--- src/rtl/custom_protocol_if.sv ---
// custom_protocol_if: nibble-link bus bundle; the master modport drives the link, the slave modport is the framer.
interface custom_protocol_if #(
    parameter int DATA_W        = 4,
    parameter int FRAME_NIBBLES = 4
);
    localparam int BUF_W = DATA_W * FRAME_NIBBLES;
    logic              direction_pin;
    logic              strobe_pin;
    logic [DATA_W-1:0] master_data_in;
    logic [DATA_W-1:0] slave_data_in;
    logic [BUF_W-1:0]  master_data_buffer_out;
    logic [BUF_W-1:0]  slave_data_buffer_out;
    logic              start_condition_master_t_slave;
    logic              start_condition_slave_t_master;
    logic              valid;
    logic              busy;
    modport master (
        output direction_pin, strobe_pin, master_data_in, slave_data_in,
        input  master_data_buffer_out, slave_data_buffer_out,
               start_condition_master_t_slave, start_condition_slave_t_master, valid, busy
    );
    modport slave (
        input  direction_pin, strobe_pin, master_data_in, slave_data_in,
        output master_data_buffer_out, slave_data_buffer_out,
               start_condition_master_t_slave, start_condition_slave_t_master, valid, busy
    );
endinterface

--- src/rtl/custom_protocol.sv ---
// custom_protocol: half-duplex nibble framer; start = 1111 then 0000, then FRAME_NIBBLES data nibbles.
// Define FRAME_COUNT_EN to add a 16-bit wrapping frame_count output.
module custom_protocol #(
    parameter int DATA_W        = 4,
    parameter int FRAME_NIBBLES = 4
) (
    input logic clk,
    input logic rst,
`ifdef FRAME_COUNT_EN
    custom_protocol_if.slave io,
    output logic [15:0] frame_count
`else
    custom_protocol_if.slave io
`endif
);
    localparam int BUF_W = DATA_W * FRAME_NIBBLES;
    localparam int CNT_W = FRAME_NIBBLES > 1 ? $clog2(FRAME_NIBBLES) : 1;
    localparam logic [CNT_W-1:0] LAST = CNT_W'(FRAME_NIBBLES - 1);
    typedef enum logic [1:0] {IDLE, START_ONES, RECV} state_t;
    state_t             r_state, w_next;
    logic [CNT_W-1:0]   r_cnt;
    logic [BUF_W-1:0]   r_shadow, r_mbuf, r_sbuf, w_frame;
    logic               r_dir, r_start_m, r_start_s, r_valid;
    logic               w_start, w_recv, w_done, w_abort;
    logic [DATA_W-1:0]  w_bus;
    assign w_bus = io.direction_pin ? io.master_data_in : io.slave_data_in;
    always_comb begin
        w_next  = r_state;
        w_start = 1'b0;
        w_recv  = 1'b0;
        w_done  = 1'b0;
        w_frame = r_shadow;
        w_frame[r_cnt*DATA_W +: DATA_W] = w_bus;
        // a direction change mid-frame abandons the frame rather than mixing buses
        w_abort = io.strobe_pin && r_state != IDLE && io.direction_pin != r_dir;
        if (w_abort)
            w_next = IDLE;
        else if (io.strobe_pin && r_state == IDLE)
            w_next = &w_bus ? START_ONES : IDLE;
        else if (io.strobe_pin && r_state == START_ONES) begin
            w_start = ~|w_bus;
            w_next  = &w_bus ? START_ONES : w_start ? RECV : IDLE;
        end else if (io.strobe_pin && r_state == RECV) begin
            w_recv = 1'b1;
            w_done = r_cnt == LAST;
            w_next = w_done ? IDLE : RECV;
        end
    end
    always_ff @(posedge clk) begin
        if (rst) begin
            r_state   <= IDLE;
            r_cnt     <= '0;
            r_shadow  <= '0;
            r_mbuf    <= '0;
            r_sbuf    <= '0;
            r_dir     <= 1'b0;
            r_start_m <= 1'b0;
            r_start_s <= 1'b0;
            r_valid   <= 1'b0;
        end else begin
            r_state   <= w_next;
            r_start_m <= w_start && r_dir;
            r_start_s <= w_start && !r_dir;
            r_valid   <= w_done;
            if (io.strobe_pin && r_state == IDLE)
                r_dir <= io.direction_pin;
            if (w_start)
                r_cnt <= '0;
            else if (w_recv) begin
                r_shadow <= w_frame;
                r_cnt    <= w_done ? '0 : r_cnt + 1'b1;
            end
            if (w_done && r_dir)
                r_mbuf <= w_frame;
            if (w_done && !r_dir)
                r_sbuf <= w_frame;
        end
    end
`ifdef FRAME_COUNT_EN
    logic [15:0] r_fc;
    always_ff @(posedge clk) begin
        if (rst)
            r_fc <= '0;
        else if (w_done)
            r_fc <= r_fc + 16'd1;
    end
    assign frame_count = r_fc;
`endif
    assign io.master_data_buffer_out         = r_mbuf;
    assign io.slave_data_buffer_out          = r_sbuf;
    assign io.start_condition_master_t_slave = r_start_m;
    assign io.start_condition_slave_t_master = r_start_s;
    assign io.valid                          = r_valid;
    assign io.busy                           = r_state != IDLE;
endmodule

--- src/flat_wrapper.sv ---
// flat-port wrapper written by rule: the top's interface ports become plain ports
module custom_protocol_flat 
#(
    parameter int DATA_W        = 4,
    parameter int FRAME_NIBBLES = 4
)
  (clk, rst, io_direction_pin, io_strobe_pin, io_master_data_in, io_slave_data_in, io_master_data_buffer_out, io_slave_data_buffer_out, io_start_condition_master_t_slave, io_start_condition_slave_t_master, io_valid, io_busy);
  custom_protocol_if #(.DATA_W(DATA_W), .FRAME_NIBBLES(FRAME_NIBBLES)) io_i ();
  input logic clk;
  input logic rst;
  input wire logic [$bits(io_i.direction_pin)-1:0] io_direction_pin;
  input wire logic [$bits(io_i.strobe_pin)-1:0] io_strobe_pin;
  input wire logic [$bits(io_i.master_data_in)-1:0] io_master_data_in;
  input wire logic [$bits(io_i.slave_data_in)-1:0] io_slave_data_in;
  output wire logic [$bits(io_i.master_data_buffer_out)-1:0] io_master_data_buffer_out;
  output wire logic [$bits(io_i.slave_data_buffer_out)-1:0] io_slave_data_buffer_out;
  output wire logic [$bits(io_i.start_condition_master_t_slave)-1:0] io_start_condition_master_t_slave;
  output wire logic [$bits(io_i.start_condition_slave_t_master)-1:0] io_start_condition_slave_t_master;
  output wire logic [$bits(io_i.valid)-1:0] io_valid;
  output wire logic [$bits(io_i.busy)-1:0] io_busy;
  assign io_i.direction_pin = io_direction_pin;
  assign io_i.strobe_pin = io_strobe_pin;
  assign io_i.master_data_in = io_master_data_in;
  assign io_i.slave_data_in = io_slave_data_in;
  assign io_master_data_buffer_out = io_i.master_data_buffer_out;
  assign io_slave_data_buffer_out = io_i.slave_data_buffer_out;
  assign io_start_condition_master_t_slave = io_i.start_condition_master_t_slave;
  assign io_start_condition_slave_t_master = io_i.start_condition_slave_t_master;
  assign io_valid = io_i.valid;
  assign io_busy = io_i.busy;
  custom_protocol #(.DATA_W(DATA_W), .FRAME_NIBBLES(FRAME_NIBBLES)) u_core (.clk(clk), .rst(rst), .io(io_i));
endmodule
--- config.mk ---
export PLATFORM = sky130hd
export DESIGN_NAME = custom_protocol_flat
export DESIGN_NICKNAME = d
export VERILOG_FILES = /design/src/rtl/custom_protocol_if.sv /design/src/rtl/custom_protocol.sv /design/src/flat_wrapper.sv
export SDC_FILE = /design/constraint.sdc
export NUM_CORES = 1
export LEC_CHECK = 0
export ABC_AREA = 1
export BUFFER_PORTS_ARGS = -buffer_cell sky130_fd_sc_hd__buf_4
export CAP_MARGIN = 30
export CORE_MARGIN = 5
export CORE_UTILIZATION = 52
export CTS_BUF_LIST = sky130_fd_sc_hd__clkbuf_2
export CTS_CLUSTER_DIAMETER = 100
export DETAILED_ROUTE_END_ITERATION = 7
export MAX_ROUTING_LAYER = met4
export PLACE_DENSITY_LB_ADDON = 0.2
export SYNTH_ARGS = -nofsm -noshare
export SYNTH_HDL_FRONTEND = slang
export SYNTH_SLANG_ARGS = --single-unit
--- constraint.sdc ---
create_clock -name clk -period 2.42 [get_ports clk]
set_clock_uncertainty 0.1 [all_clocks]
set_input_delay 0.242 -clock clk [delete_from_list [all_inputs] [get_ports clk]]
set_output_delay 0.242 -clock clk [all_outputs]
set_load 0.01 [all_outputs]
==> key figures <==
Timing
  – # setup viols final: 0
  – Worst Tran Pin Value: 0.713 ns
  – Setup slack after layout: about 0.57 ns
  – Fin crit period: between 1.5 and 2 ns
  – TNS Setup: 0 ns
  – Fmax achieved: 0.541 GHz
  – Fin. max-slew vios: 0
  – Fin Hold WS: around 0.08 ns
  – Slew HR: slightly above 50%
  – Unrepaired setup endpoints after global routing: false
  – Hold Vio Cnt, Final: 0
  – Tcrit/Tclk final: between 70% and 80%

CTS
  – Num CTS Buffers: 5
  – Clock buffer depth: 2
  – Postcts setup bufs: 0
  – Clk_lat worst skew: between 0.4 and 0.5 ns
  – Post-CTS Hold Buffers: 0
  – CTS tree: done
  – CTS H-tree depth: 2
  – Post-CTS Resized: 0
  – Clk root buf: clkbuf_2
  – Clock transition at path regs: about 0.27 ns
  – CTS sink count: 56

Setup path
  – Critical Path AT: 2.17 ns
  – Slowest CP cell: dfxtp_1
  – Worst Path Required: ~2.7 ns
  – Critical-path maximum fanout: 6
  – Worst Setup Path Type: register to register
  – WP buf/inv: 3
  – CP dominant cell by count: inv_1
  – Crit. End Element: register
  – Critical-path cell list: inv_1 -> ha_1 -> inv_1 -> nand2_1 -> nor2_1 -> nand3_1 -> nand3_1 -> nand2_1 -> inv_1
  – CP top delay family: simple AND/OR/NAND/NOR gates
  – Crit-path max cell delay: 0.47 ns
  – Worst setup SP type: register

Power and ir drop
  – Int Pwr: 1.18 mW
  – Peak VDD IR: approximately 0.33 mV
  – P_sw: 0.427 mW
  – Pleak: roughly 1.7 nW
  – Total power: 1.61 mW
  – Power share of the clock group: a little under 30%
  – Pwr/cell area: around 500 nW/um2
  – Sw frac: a little over a quarter
  – Flop pwr share: approximately 59%
  – Gate power share: between 10 and 15%

Cells and area
  – Filler cells: between 500 and 600
  – Number of diodes: 0
  – Area growth syn-to-layout: 14.4%
  – Nets: between 400 and 500
  – Fin area: between 3000 and 4000 um2
  – Layout cells sized above 1: roughly 19%

Route
  – Number of vias per cell: approximately 5
  – Drt pass-1 iters: 4
  – WL per Instance: between 10 and 15 um
  – Via Count: 2573
  – Post-Route WL: just over 6 mm
  – Starting DRT DRC Count: 199
  – Final ANT Viol Nets: 0
  – DRC: 0

Die
  – Die footprint: 7030 um2
  – Core area: ~5200 um2
  – Ports: 48
  – Chip Height: between 80 and 90 um
  – Die width: 83.9 um
  – Std cell rows: 26
  – Effective utilization at floorplan: between 50% and 60%

Synth
  – Cells after Synth: 417
  – Synth Cell Area: 2840 um2
  – Synthesis Warnings: 0
  – Yosys cell types: 24
  – Mapped Nets: around 430
  – Post-synthesis sequential area ratio: approximately two fifths
  – Flops & latches, synth: 56
  – Avg Synthesized Cell Area: slightly below 7 um2

GRT
  – Largest net degree at the start of global routing: 27
  – Total gr overflow: 0
  – Vias in the first global route: ~2.4k
  – Antenna violations before repair: 0
  – GRT Total Usage: 19.4%
  – First-pass GRT wire length: ~11 mm

Place
  – Placer Congestion: approximately 0.78
  – Place WS: about 0.63 ns
  – DP Area: ~3200 um2
  – Post-DP HPWL: ~4.3 mm
  – PortBufs: between 40 and 50

Worst hold path
  – Hold WC Path Type: input pin to register

Flow run
  – Max-cap violations: 0

Outcome
  – Run status: completed
==> kinds of logic (layout without fill, tap and decap cells) <==
kind of cell	Yosys count	after routing	synth area share, %
AO/OA/AOI/OAI	32	32	5.65
buffers and inverters	83	124	12.9
flip-flops	56	56	39.5
AND/OR/NAND/NOR	241	241	39.7
adder cells (fa/ha/maj)	5	5	2.21
==> registers in the layout (all words and copies together), names as in the netlist <==
name and cells:
u_core.io.master_data_buffer_out 16, u_core.io.slave_data_buffer_out 16, u_core.io.start_condition_master_t_slave 1, u_core.io.start_condition_slave_t_master 1
u_core.io.valid 1, u_core.r_cnt 2, u_core.r_dir 1, u_core.r_shadow 16
u_core.r_state 2
==> cells in the mapped netlist (all sizes together) <==
master,number,area share [%]
nand2,81,11
inv,67,8.9
o21ai,21,3.7
dfxtp,56,40
a21oi,11,1.9
nand3,51,9.0
clkbuf,5,0.66
buf,11,3.4
nor2,96,17
nand4,9,2.0
ha,5,2.2
nor3,3,0.53
or2,1,0.22
==> power groups by stage <==
stage	clock network (mW)	logic, mW	registers, mW
detailed placement	0	0.181	0.973
global placement	0	0.177	0.972
global route	0.530	0.208	0.961
finish	0.473	0.182	0.956
floorplan	0	0.136	0.970
CTS	0.492	0.182	0.957
==> layout by cell type, fill, tap and decap left out <==
| cell | count |
|---|---|
| inv_1 | 65 |
| ha_1 | 5 |
| nor3_1 | 3 |
| a21oi_1 | 11 |
| o21ai_1 | 9 |
| clkbuf_2 | 6 |
| nor2_1 | 74 |
| nor2_2 | 16 |
| or2_2 | 1 |
| nand2_4 | 2 |
| nand3_1 | 51 |
| o21ai_0 | 12 |
| nand4_1 | 9 |
| inv_6 | 1 |
| nand2_2 | 1 |
| nand2_1 | 78 |
| nor2_4 | 3 |
| bufinv_16 | 1 |
| nor2_8 | 3 |
| dfxtp_1 | 56 |
| buf_4 | 49 |
| inv_2 | 2 |
==> through the flow <==
| stage | utilization [%] | instances |
|---|---|---|
| after global placement | 61.0 | 520 |
| after floorplan | - | 417 |
| after CTS | 62.4 | 528 |
| after global routing | 62.4 | 528 |
| final | 62.4 | 528 |
| after detailed placement | 61.0 | 520 |
==> worst register-to-register path, stage by stage, from the launching register on <==
cell	delay [ns]
dfxtp_1	0.47
inv_1	0.12
ha_1	0.37
inv_1	0.10
nand2_1	0.05
nor2_1	0.20
nand3_1	0.17
nand3_1	0.15
nand2_1	0.06
inv_1	0.04
==> cell type report <==
cell class | count | area [um2] | area share (%)
Sequential cell | 56 | 1120 | 34.5
Clock buffer | 6 | 30.0 | 0.925
Clock inverter | 2 | 38.8 | 1.20
Inverter | 67 | 251 | 7.75
Timing Repair Buffer | 49 | 368 | 11.3
Tap cell | 70 | 87.6 | 2.70
Multi-Input combinational cell | 278 | 1350 | 41.6
==> per-layer routing <==
layer  global-route usage (%)  up-vias  share of wire [%]
li1                         -     1358                  -
met1                     26.1     1142                 48
met2                     30.6       68                 45
met3                     3.46        5                5.3
met4                     4.53        0               0.90
met5                        -        -                  0
==> final timing paths <==
check,depth (start not counted),endpoint,slack (ns),startpoint
setup / recovery,9,u_core.io.slave_data_buffer_out[0],0.57,u_core.r_cnt[0]
hold / removal,3,u_core.r_dir,0.08,io_direction_pin
setup reg to reg,9,u_core.io.slave_data_buffer_out[0],0.57,u_core.r_cnt[0]
hold reg to reg,2,u_core.io.slave_data_buffer_out[8],0.44,u_core.io.slave_data_buffer_out[8]
(Power assumes the default switching activity.)
